### config.mk
export PLATFORM = sky130hd
export DESIGN_NAME = nv_nvdla_cmac_core_mac_acc
export DESIGN_NICKNAME = d
export VERILOG_FILES = /design/src/rtl/nv_nvdla_cmac_core_mac_acc.sv
export SDC_FILE = /design/constraint.sdc
export NUM_CORES = 2
export LEC_CHECK = 0
export CAP_MARGIN = 20
export CORE_ASPECT_RATIO = 1.4
export CORE_MARGIN = 1.5
export CORE_UTILIZATION = 35
export DETAILED_ROUTE_END_ITERATION = 7
export PLACE_DENSITY = 0.53
export SETUP_SLACK_MARGIN = 0.1
export SLEW_MARGIN = 20
export SYNTH_ARGS = -nofsm -noshare
export SYNTH_HDL_FRONTEND = slang
export SYNTH_SLANG_ARGS = --single-unit
### constraint.sdc
create_clock -name nvdla_core_clk -period 3.95 [get_ports nvdla_core_clk]
set_clock_uncertainty 0.1 [all_clocks]
set_input_delay 0.79 -clock nvdla_core_clk [delete_from_list [all_inputs] [get_ports nvdla_core_clk]]
set_output_delay 0.79 -clock nvdla_core_clk [all_outputs]
set_load 0.1 [all_outputs]
### src/rtl/nv_nvdla_cmac_core_mac_acc.sv
// CMAC MAC/accumulate slice: per-lane signed multiply, atom sum (stage A),
// group accumulate with optional saturation (stage B), then a retiming output pipe.
module nv_nvdla_cmac_core_mac_acc #(
  parameter int CMAC_ATOMC        = 8,
  parameter int CMAC_BPE          = 8,
  parameter int ACC_WIDTH         = 32,
  parameter int CMAC_OUT_RETIMING = 2
) (
  input  logic                           nvdla_core_clk,
  input  logic                           nvdla_core_rstn,
  input  logic                           cfg_reg_en,
  input  logic [7:0]                     cfg_acc_len,
  input  logic                           cfg_sat_en,
  input  logic [CMAC_ATOMC*CMAC_BPE-1:0] dat_actv_data,
  input  logic [CMAC_ATOMC*CMAC_BPE-1:0] wt_actv_data,
  input  logic [CMAC_ATOMC-1:0]          dat_actv_nz,
  input  logic [CMAC_ATOMC-1:0]          wt_actv_nz,
  input  logic [CMAC_ATOMC-1:0]          dat_actv_pvld,
  input  logic [CMAC_ATOMC-1:0]          wt_actv_pvld,
  output logic [ACC_WIDTH-1:0]           mac_out_data,
  output logic                           mac_out_pvld,
  output logic                           mac_out_sat
);

  localparam int PROD_W = 2 * CMAC_BPE;
  localparam int SUM_W  = PROD_W + $clog2(CMAC_ATOMC);
  localparam int NSTG   = CMAC_OUT_RETIMING + 1;

  localparam logic [ACC_WIDTH-1:0] ACC_MAX = {1'b0, {(ACC_WIDTH-1){1'b1}}};
  localparam logic [ACC_WIDTH-1:0] ACC_MIN = {1'b1, {(ACC_WIDTH-1){1'b0}}};

  logic signed [PROD_W-1:0]    w_prod [CMAC_ATOMC];
  logic signed [SUM_W-1:0]     w_atomSum;
  logic                        w_atomVld;
  logic [7:0]                  w_accLenEff;
  logic                        w_satEnEff;
  logic [7:0]                  w_cntEff;
  logic                        w_first;
  logic                        w_last;
  logic signed [ACC_WIDTH:0]   w_accWide;
  logic                        w_ovf;
  logic signed [ACC_WIDTH-1:0] w_accNext;
  logic                        w_satNext;

  logic [7:0]                  r_accLen;
  logic                        r_satEn;
  logic [7:0]                  r_cnt;
  logic                        r_vldA;
  logic signed [SUM_W-1:0]     r_sumA;
  logic                        r_firstA;
  logic                        r_lastA;
  logic                        r_satEnA;
  logic signed [ACC_WIDTH-1:0] r_acc;
  logic                        r_sat;
  logic                        r_pipeVld  [NSTG];
  logic [ACC_WIDTH-1:0]        r_pipeData [NSTG];
  logic                        r_pipeSat  [NSTG];

  // Lanes missing either valid or either nonzero flag contribute nothing.
  always_comb begin
    w_atomSum = '0;
    for (int i = 0; i < CMAC_ATOMC; i++) begin
      w_prod[i] = '0;
      if (wt_actv_pvld[i] & dat_actv_pvld[i] & wt_actv_nz[i] & dat_actv_nz[i])
        w_prod[i] = PROD_W'($signed(wt_actv_data[i*CMAC_BPE +: CMAC_BPE]))
                  * PROD_W'($signed(dat_actv_data[i*CMAC_BPE +: CMAC_BPE]));
      w_atomSum = w_atomSum + SUM_W'(w_prod[i]);
    end
  end

  // A config strobe takes effect for an atom arriving in the same cycle.
  assign w_atomVld   = dat_actv_pvld[0] & wt_actv_pvld[0];
  assign w_accLenEff = cfg_reg_en ? cfg_acc_len : r_accLen;
  assign w_satEnEff  = cfg_reg_en ? cfg_sat_en  : r_satEn;
  assign w_cntEff    = cfg_reg_en ? 8'd0        : r_cnt;
  assign w_first     = (w_cntEff == 8'd0);
  assign w_last      = (w_cntEff == w_accLenEff);

  always_ff @(posedge nvdla_core_clk or negedge nvdla_core_rstn) begin
    if (!nvdla_core_rstn) begin
      r_accLen <= 8'd0;
      r_satEn  <= 1'b0;
      r_cnt    <= 8'd0;
      r_vldA   <= 1'b0;
      r_sumA   <= '0;
      r_firstA <= 1'b0;
      r_lastA  <= 1'b0;
      r_satEnA <= 1'b0;
    end else begin
      if (cfg_reg_en) begin
        r_accLen <= cfg_acc_len;
        r_satEn  <= cfg_sat_en;
      end
      if (w_atomVld)
        r_cnt <= w_last ? 8'd0 : w_cntEff + 8'd1;
      else if (cfg_reg_en)
        r_cnt <= 8'd0;
      r_vldA <= w_atomVld;
      if (w_atomVld) begin
        r_sumA   <= w_atomSum;
        r_firstA <= w_first;
        r_lastA  <= w_last;
        r_satEnA <= w_satEnEff;
      end
    end
  end

  // One extra bit of headroom exposes signed overflow as a top-bit disagreement.
  assign w_accWide = (ACC_WIDTH+1)'(r_acc) + (ACC_WIDTH+1)'(r_sumA);
  assign w_ovf     = w_accWide[ACC_WIDTH] ^ w_accWide[ACC_WIDTH-1];

  always_comb begin
    w_accNext = w_accWide[ACC_WIDTH-1:0];
    w_satNext = r_sat;
    if (r_firstA) begin
      w_accNext = ACC_WIDTH'(r_sumA);
      w_satNext = 1'b0;
    end else if (w_ovf && r_satEnA) begin
      w_accNext = w_accWide[ACC_WIDTH] ? ACC_MIN : ACC_MAX;
      w_satNext = 1'b1;
    end
  end

  always_ff @(posedge nvdla_core_clk or negedge nvdla_core_rstn) begin
    if (!nvdla_core_rstn) begin
      r_acc <= '0;
      r_sat <= 1'b0;
      for (int k = 0; k < NSTG; k++) begin
        r_pipeVld[k]  <= 1'b0;
        r_pipeData[k] <= '0;
        r_pipeSat[k]  <= 1'b0;
      end
    end else begin
      if (r_vldA) begin
        r_acc <= w_accNext;
        r_sat <= w_satNext;
      end
      r_pipeVld[0] <= r_vldA & r_lastA;
      if (r_vldA & r_lastA) begin
        r_pipeData[0] <= w_accNext;
        r_pipeSat[0]  <= w_satNext;
      end
      // Data stages only move with a valid so the outputs hold the last result.
      for (int k = 1; k < NSTG; k++) begin
        r_pipeVld[k] <= r_pipeVld[k-1];
        if (r_pipeVld[k-1]) begin
          r_pipeData[k] <= r_pipeData[k-1];
          r_pipeSat[k]  <= r_pipeSat[k-1];
        end
      end
    end
  end

  assign mac_out_data = r_pipeData[CMAC_OUT_RETIMING];
  assign mac_out_pvld = r_pipeVld[CMAC_OUT_RETIMING];
  assign mac_out_sat  = r_pipeSat[CMAC_OUT_RETIMING];

endmodule
# --- After elaboration in Yosys (flattened, before gate mapping) ---
# Cells that the tools add are included.
# W data, S select, Z words.
totals:
  regBits: 175
  inputBits: 172
  output_inout_bits: 34
  word_cells: 83
classes:
  add_sub_neg: 9
  multipliers: 8
  eq_ne: 1
  muxes: 18
  bitwise_logic: 26
  reduce_logical: 2
op_table:
  columns: ["operator", "n"]
  rows:
  - ["$mul A8 B8 Y16", 8]
  - ["$mux W16", 8]
  - ["$mux W32", 3]
  - ["$add A19 B16 Y19", 4]
  - ["$add A32 B19 Y33", 1]
  - ["$mux W8", 4]
  - ["$and A1 B1 Y1", 25]
  - ["$add A18 B16 Y19", 1]
  - ["$add A17 B16 Y18", 1]
  - ["$add A16 B16 Y17", 1]
  - ["$add A8 B1 Y8 const B", 1]
  - ["$eq A8 B8 Y1", 1]
  - ["$logic_not A8 Y1", 1]
  - ["$mux W1", 3]
  - ["$logic_and A1 B1 Y1", 1]
  - ["$xor A1 B1 Y1", 1]

# --- Longest topological paths before layout ---
depth:
  depth_word: 11
  depth_mapped: 34
  depth_no_buf: 34

# --- Least setup slack after synthesis ---
# Ideal clock, no wire load.
synth_timing:
  path_type: "input to register"
  startpoint: "input wt_actv_data[45]"
  endpoint: "register r_sumA[18]"
  setup_time_ps: 69
  t_arrival_ps: 8124
  required_ps: 3781
  slack_ps: -4343
  stages: 33
  path_buffers: 1
  cell_sequence: "and2_1 > fa_1 > inv_1 > fa_1 > inv_1 > fa_1 > inv_1 > fa_1 > inv_1 > ha_1 > inv_1 > o21bai_1 > a21oi_1 > o21bai_1 > a21oi_1 > o21ai_0 > o41ai_1 > xnor2_1 > nand2_1 > fa_1 > inv_1 > fa_1 > fa_1 > inv_1 > fa_1 > inv_1 > ha_1 > clkbuf_1 > nand2_1 > a21boi_0 > a311o_1 > or4_1 > nand3_1"
synth_via:
  elab_chain_cells: 5
synth_lines:
  columns: ["element", "line_no", "text"]
  rows:
  - ["from (decl)", "15", "input logic [CMAC_ATOMC*CMAC_BPE-1:0] wt_actv_data,"]
  - ["$mul A8 B8 Y16", "66", "* PROD_W'($signed(dat_actv_data[i*CMAC_BPE +: CMAC_BPE]));"]
  - ["$mux W16", "64", "if (wt_actv_pvld[i] & dat_actv_pvld[i] & wt_actv_nz[i] & dat_actv_nz[i])"]
  - ["$add A19 B16 Y19 (3 in a row)", "67", "w_atomSum = w_atomSum + SUM_W'(w_prod[i]);"]
  - ["to (signal assigned)", "100", "r_sumA <= w_atomSum;"]
  - ["to (decl)", "49", "logic signed [SUM_W-1:0] r_sumA;"]
# Every way passes these cells.
# A chain may end at the register's enable or synchronous reset.

# --- Final worst setup path ---
layout_timing:
  startpoint: "input dat_actv_data[59]"
  endpoint: "register r_sumA[18]"
layout_via:
  elab_chain_cells: 3
layout_lines:
  columns: ["element", "line_no", "text"]
  rows:
  - ["from (decl)", "14", "input logic [CMAC_ATOMC*CMAC_BPE-1:0] dat_actv_data,"]
  - ["$mul A8 B8 Y16", "66", null]
  - ["$mux W16", "64", null]
  - ["$add A19 B16 Y19", "67", null]
# Every way passes these cells.

==> flow_summary.ini <==
[routing]
drt-initial-drc-count = 733
via_count = 24800
ant_nets = 0
wl_mm = 84.3
routed_via_density = 4.57
wire_per_inst_um = 15.5
drc = 0
first_pass_iters = 5

[floorplanning]
ios = 206
fp.coreArea_mm2 = 0.0908
core.rowCount = 131
die_h_um = 361
die_x_um = 259
start_util = 0.352
die_area_mm2 = 0.0932

[sta]
setup_viol = 17
rsz0062_at_grt = yes
hold_viol = 0
setup_tns_ns = -50.27
slew-limit-headroom = 0.317
worst_slack_ns = -4.19
slew_viol_final = 0
tightestPinTransition_ns = 1.02
period_share = 2.06
fmax_mhz = 123
fin_crit_ns = 8.14

[clocking]
path_clk_slew_ns = 0.08
clockRootBuffer = clkbuf_16
numCtsBuffers = 17
clock_latency_ns = 0.45
clock-sinks = 175
cts_max_level = 4
cts_buffer_depth = 2
postCtsHoldBufs = 0
cts_tree = yes

[setup_path]
critical_path_buf_inv_count = 9
slowest_delay_ns = 0.58
critical_path_arrival_ns = 8.43
end_kind = register
cpLargestDelayFamily = adder cells
cpMostUsedCell = fa_1
critical_path_class = primary input to register
slowest_stage = fa_1
critPathLaunchType = primary input
critPathRequiredTime_ns = 4.24
crit_cells = 34
reg2reg_depth = 14
path_max_fanout = 2

[finish]
syn_to_final_growth_pct = 32.9
drive_gt1_frac = 0.296
seqCellArea_mm2 = 0.00438
final_common_cell = inv_1
num_antenna_cells = 0
final_cell_mix = inv_1, buf_4, fa_1, nand2_1, and2_1
multi_input_area_mm2 = 0.0264
n_fill_cell = 8841
nets = 5218

[synthesis]
yosysSeqAreaShare = 0.137
ys.warnings.count = 0
synth_cell_types = 75
synth.area.top_cells = fa_1, dfrtp_1, ha_1, inv_1, and2_1
ys_ff_latch = 175
synth_edf_count = 0
synthArstFlopShare = 1.00
syn-num-nets = 4482
avgSynthCellArea_um2 = 9.18
syn-cell-area_mm2 = 0.0320
synth_top_cell_by_area = fa_1
yosysTopAreaCellShare = 0.338
synthFlopType = dfrtp_1
syn_inst = 3485

[global_routing]
grt-ovfl-total = 0
grt_pass1_vias = 27200
grt_usage = 0.185
grt_start_max_net_pins = 109
antenna_found_initial = 0
grt_pass1_wl_mm = 138

[placed_design]
pre_cts_ws_ns = -5.14
portBuffers = 205
gp_congestion = 0.878
dp_hpwl_mm = 73.0

[min_path]
min_path_type = primary input to asynchronous set/reset pin

[power]
powerDensity_mw_per_mm2 = 577
p_leak_nw = 21.2
peakVddDrop_mv = 0.343

[outcome]
failed_checks = setup timing
status = complete, but fails checks

[job]
max_cap_violations = 0
flip-flops by register name, summed over array words and instances, names as in the netlist:
| signal | cells |
|---|---|
| r_pipeData | 64 |
| r_cnt | 8 |
| r_acc | 32 |
| r_lastA | 1 |
| r_satEnA | 1 |
| mac_out_pvld | 1 |
| r_pipeVld | 2 |
| r_accLen | 8 |
| mac_out_data | 32 |
| r_sat | 1 |
| r_sumA | 19 |
| r_vldA | 1 |
| r_pipeSat | 2 |
| r_satEn | 1 |
| r_firstA | 1 |
| mac_out_sat | 1 |
cells by family (layout without fill, tap and decap cells):
logic type | count (synthesis) | in the layout | share of synthesized area
xor gates and xnor gates | 185 | 185 | 0.0507
adders and majority gates | 825 | 825 | 0.449
AOI/OAI and AO/OA | 384 | 384 | 0.0780
and+or+nand+nor | 952 | 952 | 0.150
buffers and inverters | 890 | 1639 | 0.109
muxes | 74 | 74 | 0.0260
DFF | 175 | 175 | 0.137
metal layers:
layer / up-vias / track usage / share of wire
met5: - / 0 / 0
li1: 12100 / - / -
met4: 0 / 0.0549 / 0.031
met2: 282 / 0.371 / 0.57
met3: 89 / 0.00829 / 0.015
met1: 12400 / 0.207 / 0.38
Yosys cell counts, drive strengths merged, types with 7 or more instances:
| cell | instances |
|---|---|
| o21a | 7 |
| clkbuf | 32 |
| xnor2 | 137 |
| buf | 47 |
| nor2 | 156 |
| a21oi | 126 |
| a21o | 38 |
| and2 | 313 |
| xor2 | 48 |
| nand3 | 30 |
| nand2 | 323 |
| and4 | 10 |
| dfrtp | 175 |
| nand2b | 40 |
| mux2 | 73 |
| o41ai | 9 |
| ha | 285 |
| o22ai | 26 |
| o21bai | 47 |
| inv | 811 |
| nor2b | 24 |
| nand4 | 11 |
| nor3 | 19 |
| o21ai | 89 |
| fa | 540 |
worst register-to-register path: stages (launching register included):
cell	delay, ns
dfrtp_1	0.41
ha_1	0.26
inv_1	0.08
fa_1	0.26
nor2b_4	0.06
o31ai_2	0.22
a32oi_1	0.20
a211oi_1	0.48
o31ai_1	0.16
buf_4	0.17
o221a_2	0.24
a21oi_1	0.25
o21a_1	0.17
xor2_1	0.23
o22ai_1	0.12
cell type report:
cell class / count / share of cell area
Clock buffer: 17 / 0.0100
Timing Repair Buffer: 796 / 0.155
Clock inverter: 15 / 0.00456
Inverter: 811 / 0.0717
Multi-Input combinational cell: 2420 / 0.620
Sequential cell: 175 / 0.103
Tap cell: 1197 / 0.0352
metrics by stage:
step	std cells	area (um2)	power [mW]	util	hold slack (ns)
final	5431	42500	24.5	0.468	0.102
after CTS	5411	41400	23.8	0.456	0.0988
after floorplan	3485	32500	14.1	-	0.252
after global routing	5431	42500	27.2	0.468	0.111
after global placement	5350	39700	20.3	0.437	0.370
after detailed placement	5350	39700	20.4	0.437	0.369
path summary, 6_finish.rpt:
path                                startpoint        endpoint  slack (ns)
max                          dat_actv_data[59]      r_sumA[18]       -4.19
min                            nvdla_core_rstn     r_accLen[0]        0.10
max reg2reg                          r_sumA[0]  r_pipeData[94]        0.40
min reg2reg                     r_pipeData[95]  r_pipeData[95]        0.39
max in group asynchronous      nvdla_core_rstn  r_pipeData[68]        2.79
min in group nvdla_core_clk     r_pipeData[95]  r_pipeData[95]        0.39
power by group:
| part | switching (mW) | internal [mW] | leakage, nW | total, mW |
|---|---|---|---|---|
| clock | 0.880 | 0.872 | 0.300 | 1.75 |
| sequential | 0.216 | 2.08 | 2.31 | 2.30 |
| combinational | 10.3 | 10.2 | 18.5 | 20.5 |
repair_timing:
action / CTS / global route
pin swaps: 265 / 184
setup endpoints to repair: 18 / 18
gates resized for setup: 653 / 285
hold endpoints to repair: 0 / 0
buffers inserted: 43 / 28
Power figures use the tool's default switching activity.
